===== src/rtl/controle_iluminacao.sv =====
// controle_iluminacao: lamp sequencer with debounced button, short/long press and auto-shutdown
module controle_iluminacao #(
  parameter int DEBOUNCE_T      = 4,
  parameter int LONG_PRESS_T    = 20,
  parameter int AUTO_SHUTDOWN_T = 10,
  parameter int WARN_T          = 3
) (
  input  logic clk,
  input  logic rst,
  input  logic botao,
  input  logic infravermelho,
  output logic L,
  output logic auto_mode,
  output logic aviso
);
  localparam int MAXP = (DEBOUNCE_T > LONG_PRESS_T) ?
                        ((DEBOUNCE_T > AUTO_SHUTDOWN_T) ? DEBOUNCE_T : AUTO_SHUTDOWN_T) :
                        ((LONG_PRESS_T > AUTO_SHUTDOWN_T) ? LONG_PRESS_T : AUTO_SHUTDOWN_T);
  localparam int W = $clog2(MAXP) + 1;
  localparam logic [W-1:0] DB_LAST = W'(DEBOUNCE_T - 1);
  localparam logic [W-1:0] LP_MAX  = W'(LONG_PRESS_T);
  localparam logic [W-1:0] LP_LAST = W'(LONG_PRESS_T - 1);
  localparam logic [W-1:0] AS_LAST = W'(AUTO_SHUTDOWN_T - 1);
  localparam logic [W-1:0] AS_WARN = W'(AUTO_SHUTDOWN_T - WARN_T);

  typedef enum logic [1:0] {DESLIGADA, LIGADA, CONTAGEM} estado_t;

  logic s1_q, s2_q, db_q, db_d, db_dly_q;
  logic long_q, long_d, short_q, short_d, fired_q, fired_d;
  logic auto_q, auto_d, inh_q, inh_d, l_q, l_d, aviso_q, aviso_d;
  logic [W-1:0] db_cnt_q, db_cnt_d, press_cnt_q, press_cnt_d, timer_q, timer_d;
  estado_t state_q, state_d;

  // Debounce, press length measurement and press classification
  always_comb begin
    db_cnt_d    = (s2_q != db_q && db_cnt_q != DB_LAST) ? db_cnt_q + 1'b1 : '0;
    db_d        = (s2_q != db_q && db_cnt_q == DB_LAST) ? s2_q : db_q;
    press_cnt_d = !db_q ? '0 : (press_cnt_q == LP_MAX) ? press_cnt_q : press_cnt_q + 1'b1;
    long_d      = db_q && press_cnt_q == LP_LAST;
    fired_d     = long_d ? 1'b1 : (db_q && !db_dly_q) ? 1'b0 : fired_q;
    short_d     = db_dly_q && !db_q && !fired_q;
    auto_d      = auto_q ^ long_q;
  end

  // Button path registers: synchroniser, debouncer, press pulses, auto mode
  always_ff @(posedge clk or posedge rst) begin
    if (rst) begin
      s1_q        <= 1'b0;
      s2_q        <= 1'b0;
      db_q        <= 1'b0;
      db_dly_q    <= 1'b0;
      db_cnt_q    <= '0;
      press_cnt_q <= '0;
      long_q      <= 1'b0;
      short_q     <= 1'b0;
      fired_q     <= 1'b0;
      auto_q      <= 1'b0;
    end else begin
      s1_q        <= botao;
      s2_q        <= s1_q;
      db_q        <= db_d;
      db_dly_q    <= db_q;
      db_cnt_q    <= db_cnt_d;
      press_cnt_q <= press_cnt_d;
      long_q      <= long_d;
      short_q     <= short_d;
      fired_q     <= fired_d;
      auto_q      <= auto_d;
    end
  end

  // Lamp state machine, countdown timer, inhibit after manual switch-off
  always_comb begin
    state_d = state_q;
    timer_d = timer_q;
    case (state_q)
      DESLIGADA: if (short_q || (auto_q && infravermelho && !inh_q)) state_d = LIGADA;
      LIGADA:
        if (short_q) state_d = DESLIGADA;
        else if (auto_q && !infravermelho) begin
          state_d = CONTAGEM;
          timer_d = '0;
        end
      CONTAGEM:
        if (short_q) state_d = DESLIGADA;
        else if (infravermelho || !auto_q) state_d = LIGADA;
        else if (timer_q == AS_LAST) state_d = DESLIGADA;
        else timer_d = timer_q + 1'b1;
      default: state_d = DESLIGADA;
    endcase
    inh_d   = (short_q && (state_q == LIGADA || state_q == CONTAGEM) && infravermelho) ? 1'b1 :
              (infravermelho ? inh_q : 1'b0);
    l_d     = state_d != DESLIGADA;
    aviso_d = state_d == CONTAGEM && timer_d >= AS_WARN;
  end

  // FSM state and registered outputs
  always_ff @(posedge clk or posedge rst) begin
    if (rst) begin
      state_q <= DESLIGADA;
      timer_q <= '0;
      inh_q   <= 1'b0;
      l_q     <= 1'b0;
      aviso_q <= 1'b0;
    end else begin
      state_q <= state_d;
      timer_q <= timer_d;
      inh_q   <= inh_d;
      l_q     <= l_d;
      aviso_q <= aviso_d;
    end
  end

  assign L         = l_q;
  assign auto_mode = auto_q;
  assign aviso     = aviso_q;
endmodule


===== config.mk =====
export PLATFORM = sky130hd
export DESIGN_NAME = controle_iluminacao
export DESIGN_NICKNAME = d
export VERILOG_FILES = /design/src/rtl/controle_iluminacao.sv
export SDC_FILE = /design/constraint.sdc
export NUM_CORES = 1
export LEC_CHECK = 0
export CAP_MARGIN = 25
export CORE_MARGIN = 1
export CORE_UTILIZATION = 63
export DETAILED_ROUTE_END_ITERATION = 10
export GPL_TIMING_DRIVEN = 0
export PLACE_DENSITY_LB_ADDON = 0.3
export SLEW_MARGIN = 40
export SYNTH_ARGS = -nofsm -noshare
export SYNTH_HDL_FRONTEND = slang
export SYNTH_SLANG_ARGS = --single-unit

===== constraint.sdc =====
create_clock -name clk -period 3.2 [get_ports clk]
set_input_delay 0.8 -clock clk [delete_from_list [all_inputs] [get_ports clk]]
set_output_delay 0.8 -clock clk [all_outputs]
set_load 0.05 [all_outputs]

# Yosys cells after proc, flatten, opt, wreduce, memory -nomap -nowiden
# Cells that the tools add are included.
# word_totals
register_bits	31
# classes
eq_ne	11
addsub	3
n_lt_le_gt_ge	1
reduce_logical	24
bitwise_logic	1
n_mux	20
# op_table
cell	count
$mux 6	8
$add 6x1->6 const B	3
$eq 6x5->1 const B	2
$logic_and 1x1->1	12
$mux 2	6
$pmux 6 s2	1
$eq 6x2->1 const B	1
$eq 6x4->1 const B	1
$ge 6x3->1 const B	1
$logic_not 1->1	6
$ne 6x2->1 const B	1
$pmux 2 s3	1
$eq 2x2->1 const B	2
$mux 1	4
$reduce_bool 2->1	2
$logic_or 1x1->1	3
$eq 2x1->1 const B	1
$logic_not 2->1	1
$ne 2x1->1 const B	1
$ne 2x2->1 const B	1
$ne 1x1->1	1
$xor 1x1->1	1

# Longest topological paths before layout
# logic_depth
word_depth	7
ltp_mapped	9

# Worst setup path before layout
# Ideal clock, no wire load.
# synth_path
path_type	input to register
start	input port infravermelho
end	register aviso_q, in the netlist aviso
t_arrival_ps	1961
path_slack_ps	1113
t_required_ps	3074
n_path_buf	1
path_stages	7
path_cell_list	nor3b_2 -> buf_6 -> nand4_4 -> a31oi_1 -> o21ai_1 -> or2_0 -> o311a_1
# synth_between
elab_chain_len	7
# synth_rtl
element	line	source
start, declared	11	input logic infravermelho,
$logic_not 1->1	80	else if (auto_q && !infravermelho) begin
$logic_and 1x1->1	80	
$mux 6	80	
$mux 6	79	if (short_q) state_d = DESLIGADA;
$pmux 6 s2 *	76	case (state_q)
net timer_d[4]	31	logic [W-1:0] db_cnt_q, db_cnt_d, press_cnt_q, press_cnt_d, timer_q, timer_d;
$ge 6x3->1 *	94	aviso_d = state_d == CONTAGEM && timer_d >= AS_WARN;
$logic_and 1x1->1 *	94	
net aviso_d	30	logic auto_q, auto_d, inh_q, inh_d, l_q, l_d, aviso_q, aviso_d;
end signal, assigned	110	aviso_q <= aviso_d;
end, declared	30	
# Mark *: on every way through the listed nets, which the timed path passes. The rest lies on a longest branch.
# A chain may end at the register's enable or synchronous reset.

# Worst setup path after layout
# Same ends and word-level chain as after synthesis.

==> impl_metrics.sql <==
INSERT INTO impl_metrics (metric_group, metric, value, unit) VALUES
('status', 'status', 'completed', ''),
('sta', 'timing.setup.tns', '0', 'ns'),
('cells_and_area', 'finish.net_count', '178', ''),
('sta', 'final_max_slew_viol_count', '0', ''),
('worst_hold_path', 'timing.hold.worst.start', 's1_q', ''),
('worst_setup_path', 'cpLargestDelayFamily', 'compound AO/OA/AOI/OAI gates', ''),
('die', 'die-height', '51.6', 'µm'),
('die', 'fp-row-count', '17', ''),
('worst_setup_path', 'max_stage_delay', '0.46', 'ns'),
('worst_hold_path', 'hold_end', 's2_q', ''),
('clocking', 'postCtsResizedCells', '0', ''),
('worst_setup_path', 'end_kind', 'flip-flop', ''),
('sta', 'layout_min_cycle_time', '2.46', 'ns'),
('worst_setup_path', 'timing.rr.end', 'aviso', ''),
('logic_synthesis', 'area_share_of_the_largest_cell_type_after_synthesis', '50.1', '%'),
('run', 'timing.max_cap.violations', '0', ''),
('routing', 'via_per_inst', '5.81', ''),
('clocking', 'clock_insertion_delay_worst_skew', '0.33', 'ns'),
('clocking', 'cts_made_buffers', '5', ''),
('logic_synthesis', 'synthesis.instances', '152', ''),
('logic_synthesis', 'dominant_combinational_cell_family_by_area_after_synthesis', 'simple AND/OR/NAND/NOR gates', ''),
('logic_synthesis', 'synthFlopType', 'dfrtp_1', ''),
('power_and_ir_drop', 'power.share.switching', '32.7', '%'),
('logic_synthesis', 'yosysUniqueCellTypes', '39', ''),
('routing', 'dr_total_vias', '1127', ''),
('logic_synthesis', 'synth_xor_area_share', '5.09', '%'),
('logic_synthesis', 'number_of_enable_flip_flop_cells_after_synthesis', '0', ''),
('worst_setup_path', 'worstReg2RegStart', 'state_q[0]', ''),
('clocking', 'clk_pin_slew', '0.10', 'ns'),
('logic_synthesis', 'synth_compound_area_share', '12.3', '%'),
('worst_setup_path', 'timing.reg2reg.worst_path_depth', '7', ''),
('power_and_ir_drop', 'switching_power', '360', 'µW'),
('worst_setup_path', 'setup.worst_path.class', 'in2reg', ''),
('logic_synthesis', 'synth_simple_gate_area_share', '20.2', '%'),
('routing', 'detailedRoute.firstPassIterationCount', '4', ''),
('cells_and_area', 'insertedDiodeCount', '0', ''),
('power_and_ir_drop', 'gate_power_share', '25.8', '%'),
('cells_and_area', 'area.growth.synth_to_final', '11.7', '%'),
('global_routing', 'grt.overflow.total', '0', ''),
('clocking', 'cell_at_the_root_of_the_clock_tree', 'clkbuf_4', ''),
('logic_synthesis', 'syn_area', '1550', 'µm²'),
('cells_and_area', 'layout.filler_cells', '158', ''),
('routing', 'drcViolationCount', '0', ''),
('power_and_ir_drop', 'total_power', '1.10', 'mW'),
('logic_synthesis', 'ys_seq_elements', '31', ''),
('power_and_ir_drop', 'leakagePower', '0.841', 'nW'),
('sta', 'final.setup_skew', '0.0115', 'ns'),
('clocking', 'cts_tree', 'done', ''),
('logic_synthesis', 'synthAdderAreaFrac', '7.28', '%'),
('worst_setup_path', 'timing.reg2reg.setup_slack', '1.08', 'ns'),
('clocking', 'cts.sinks', '31', ''),
('power_and_ir_drop', 'p_int', '741', 'µW'),
('die', 'full_die_area', '2660', 'µm²'),
('clocking', 'cts.repair_timing.setup_buffer_count', '0', ''),
('power_and_ir_drop', 'power_dens_cells', '637', 'nW/µm²'),
('logic_synthesis', 'most_repeated_cell_in_the_gate_level_netlist_after_synthesis', 'dfrtp_1', ''),
('cells_and_area', 'drive_above_1_share', '9.04', '%'),
('worst_setup_path', 'crit_arrival', '2.69', 'ns'),
('clocking', 'h_tree_depth_reported_by_cts', '2', ''),
('sta', 'timing.final.crit_share', '76.8', '%'),
('global_routing', 'grt_antenna_before_repair', '0', ''),
('logic_synthesis', 'muxShareOfSynthArea', '0.647', '%'),
('global_routing', 'global_route_wire_length_before_repair', '4640', 'µm'),
('sta', 'finalSetupViolations', '0', ''),
('logic_synthesis', 'syn_nets', '165', ''),
('die', 'top_level_ports', '7', ''),
('power_and_ir_drop', 'sequential_power_share', '45.6', '%'),
('die', 'die_w', '51.6', 'µm'),
('logic_synthesis', 'synth.top_cells.by_area', 'dfrtp_1, ha_1, nor2_1', ''),
('sta', 'timing.slew.headroom', '60.1', '%'),
('worst_setup_path', 'critical_path.max_fanout', '10', '');
## cell families (layout without fill, tap and decap cells)
logic type,count (synthesis),after routing
mux,1,1
buf+inv,16,30
flops,31,31
simple gates,55,55
fa+ha+maj,9,9
xor+xnor,9,9
compound gates,31,31
## layout by cell type, fill, tap and decap left out, drive strengths merged, types with 6 or more instances in the layout
master and count:
inv 13, ha 9, o21ai 9, clkbuf 8, clkdlybuf4s50 6, a21oi 11, nor2 16, nand3 6
dfrtp 31, nand2 7, xor2 6
## how the worst max path moves through the flow
stage	from	end	slack, ns	depth (start not counted)
floorplan	infravermelho	aviso	1.11	7
global placement	infravermelho	aviso	0.48	8
detailed placement	infravermelho	aviso	0.45	8
CTS	auto_mode	auto_mode	0.79	1
global route	infravermelho	aviso	0.64	8
finish	infravermelho	aviso	0.74	8
## routing by layer
layer  global-route usage [%]  vias to the layer above  part of all wire, %
met5                        0                        -                    0
met4                     15.3                        0                  3.0
met3                     8.48                       11                  3.1
met2                     42.6                       16                   52
met1                     25.3                      554                   42
li1                         -                      546                    -
## area by class of cell
| type | count | area [µm²] | area share [%] |
|---|---|---|---|
| Clock inverter | 2 | 35.0 | 2.03 |
| Multi-Input combinational cell | 105 | 704 | 40.7 |
| Sequential cell | 31 | 776 | 44.9 |
| Tap cell | 28 | 35.0 | 2.03 |
| Timing Repair Buffer | 6 | 60.1 | 3.47 |
| Inverter | 13 | 48.8 | 2.82 |
| Clock buffer | 6 | 51.3 | 2.97 |
| Buffer | 3 | 18.8 | 1.09 |
## stage by stage
stage | area [µm²] | util, % | cells | worst slack, ns
finish | 1730 | 76.7 | 194 | 0.743
global route | 1730 | 76.7 | 194 | 0.639
CTS | 1730 | 76.7 | 194 | 0.790
detailed placement | 1640 | 72.9 | 186 | 0.447
global placement | 1640 | 72.9 | 186 | 0.478
floorplan | 1550 | - | 152 | 1.11
## power groups by stage
stage / Clock (mW) / Combinational, mW / Sequential, mW
after detailed placement: 0 / 0.279 / 0.509
final: 0.315 / 0.284 / 0.502
after floorplan: 0 / 0.193 / 0.516
after global placement: 0 / 0.261 / 0.503
after global routing: 0.338 / 0.319 / 0.509
after CTS: 0.323 / 0.283 / 0.501
## registers in the layout, indices dropped and copies added (netlist names), 2 cells and up
| signal | count |
|---|---|
| db_cnt_q | 6 |
| press_cnt_q | 6 |
| state_q | 2 |
| timer_q | 6 |
(Power assumes the default switching activity.)
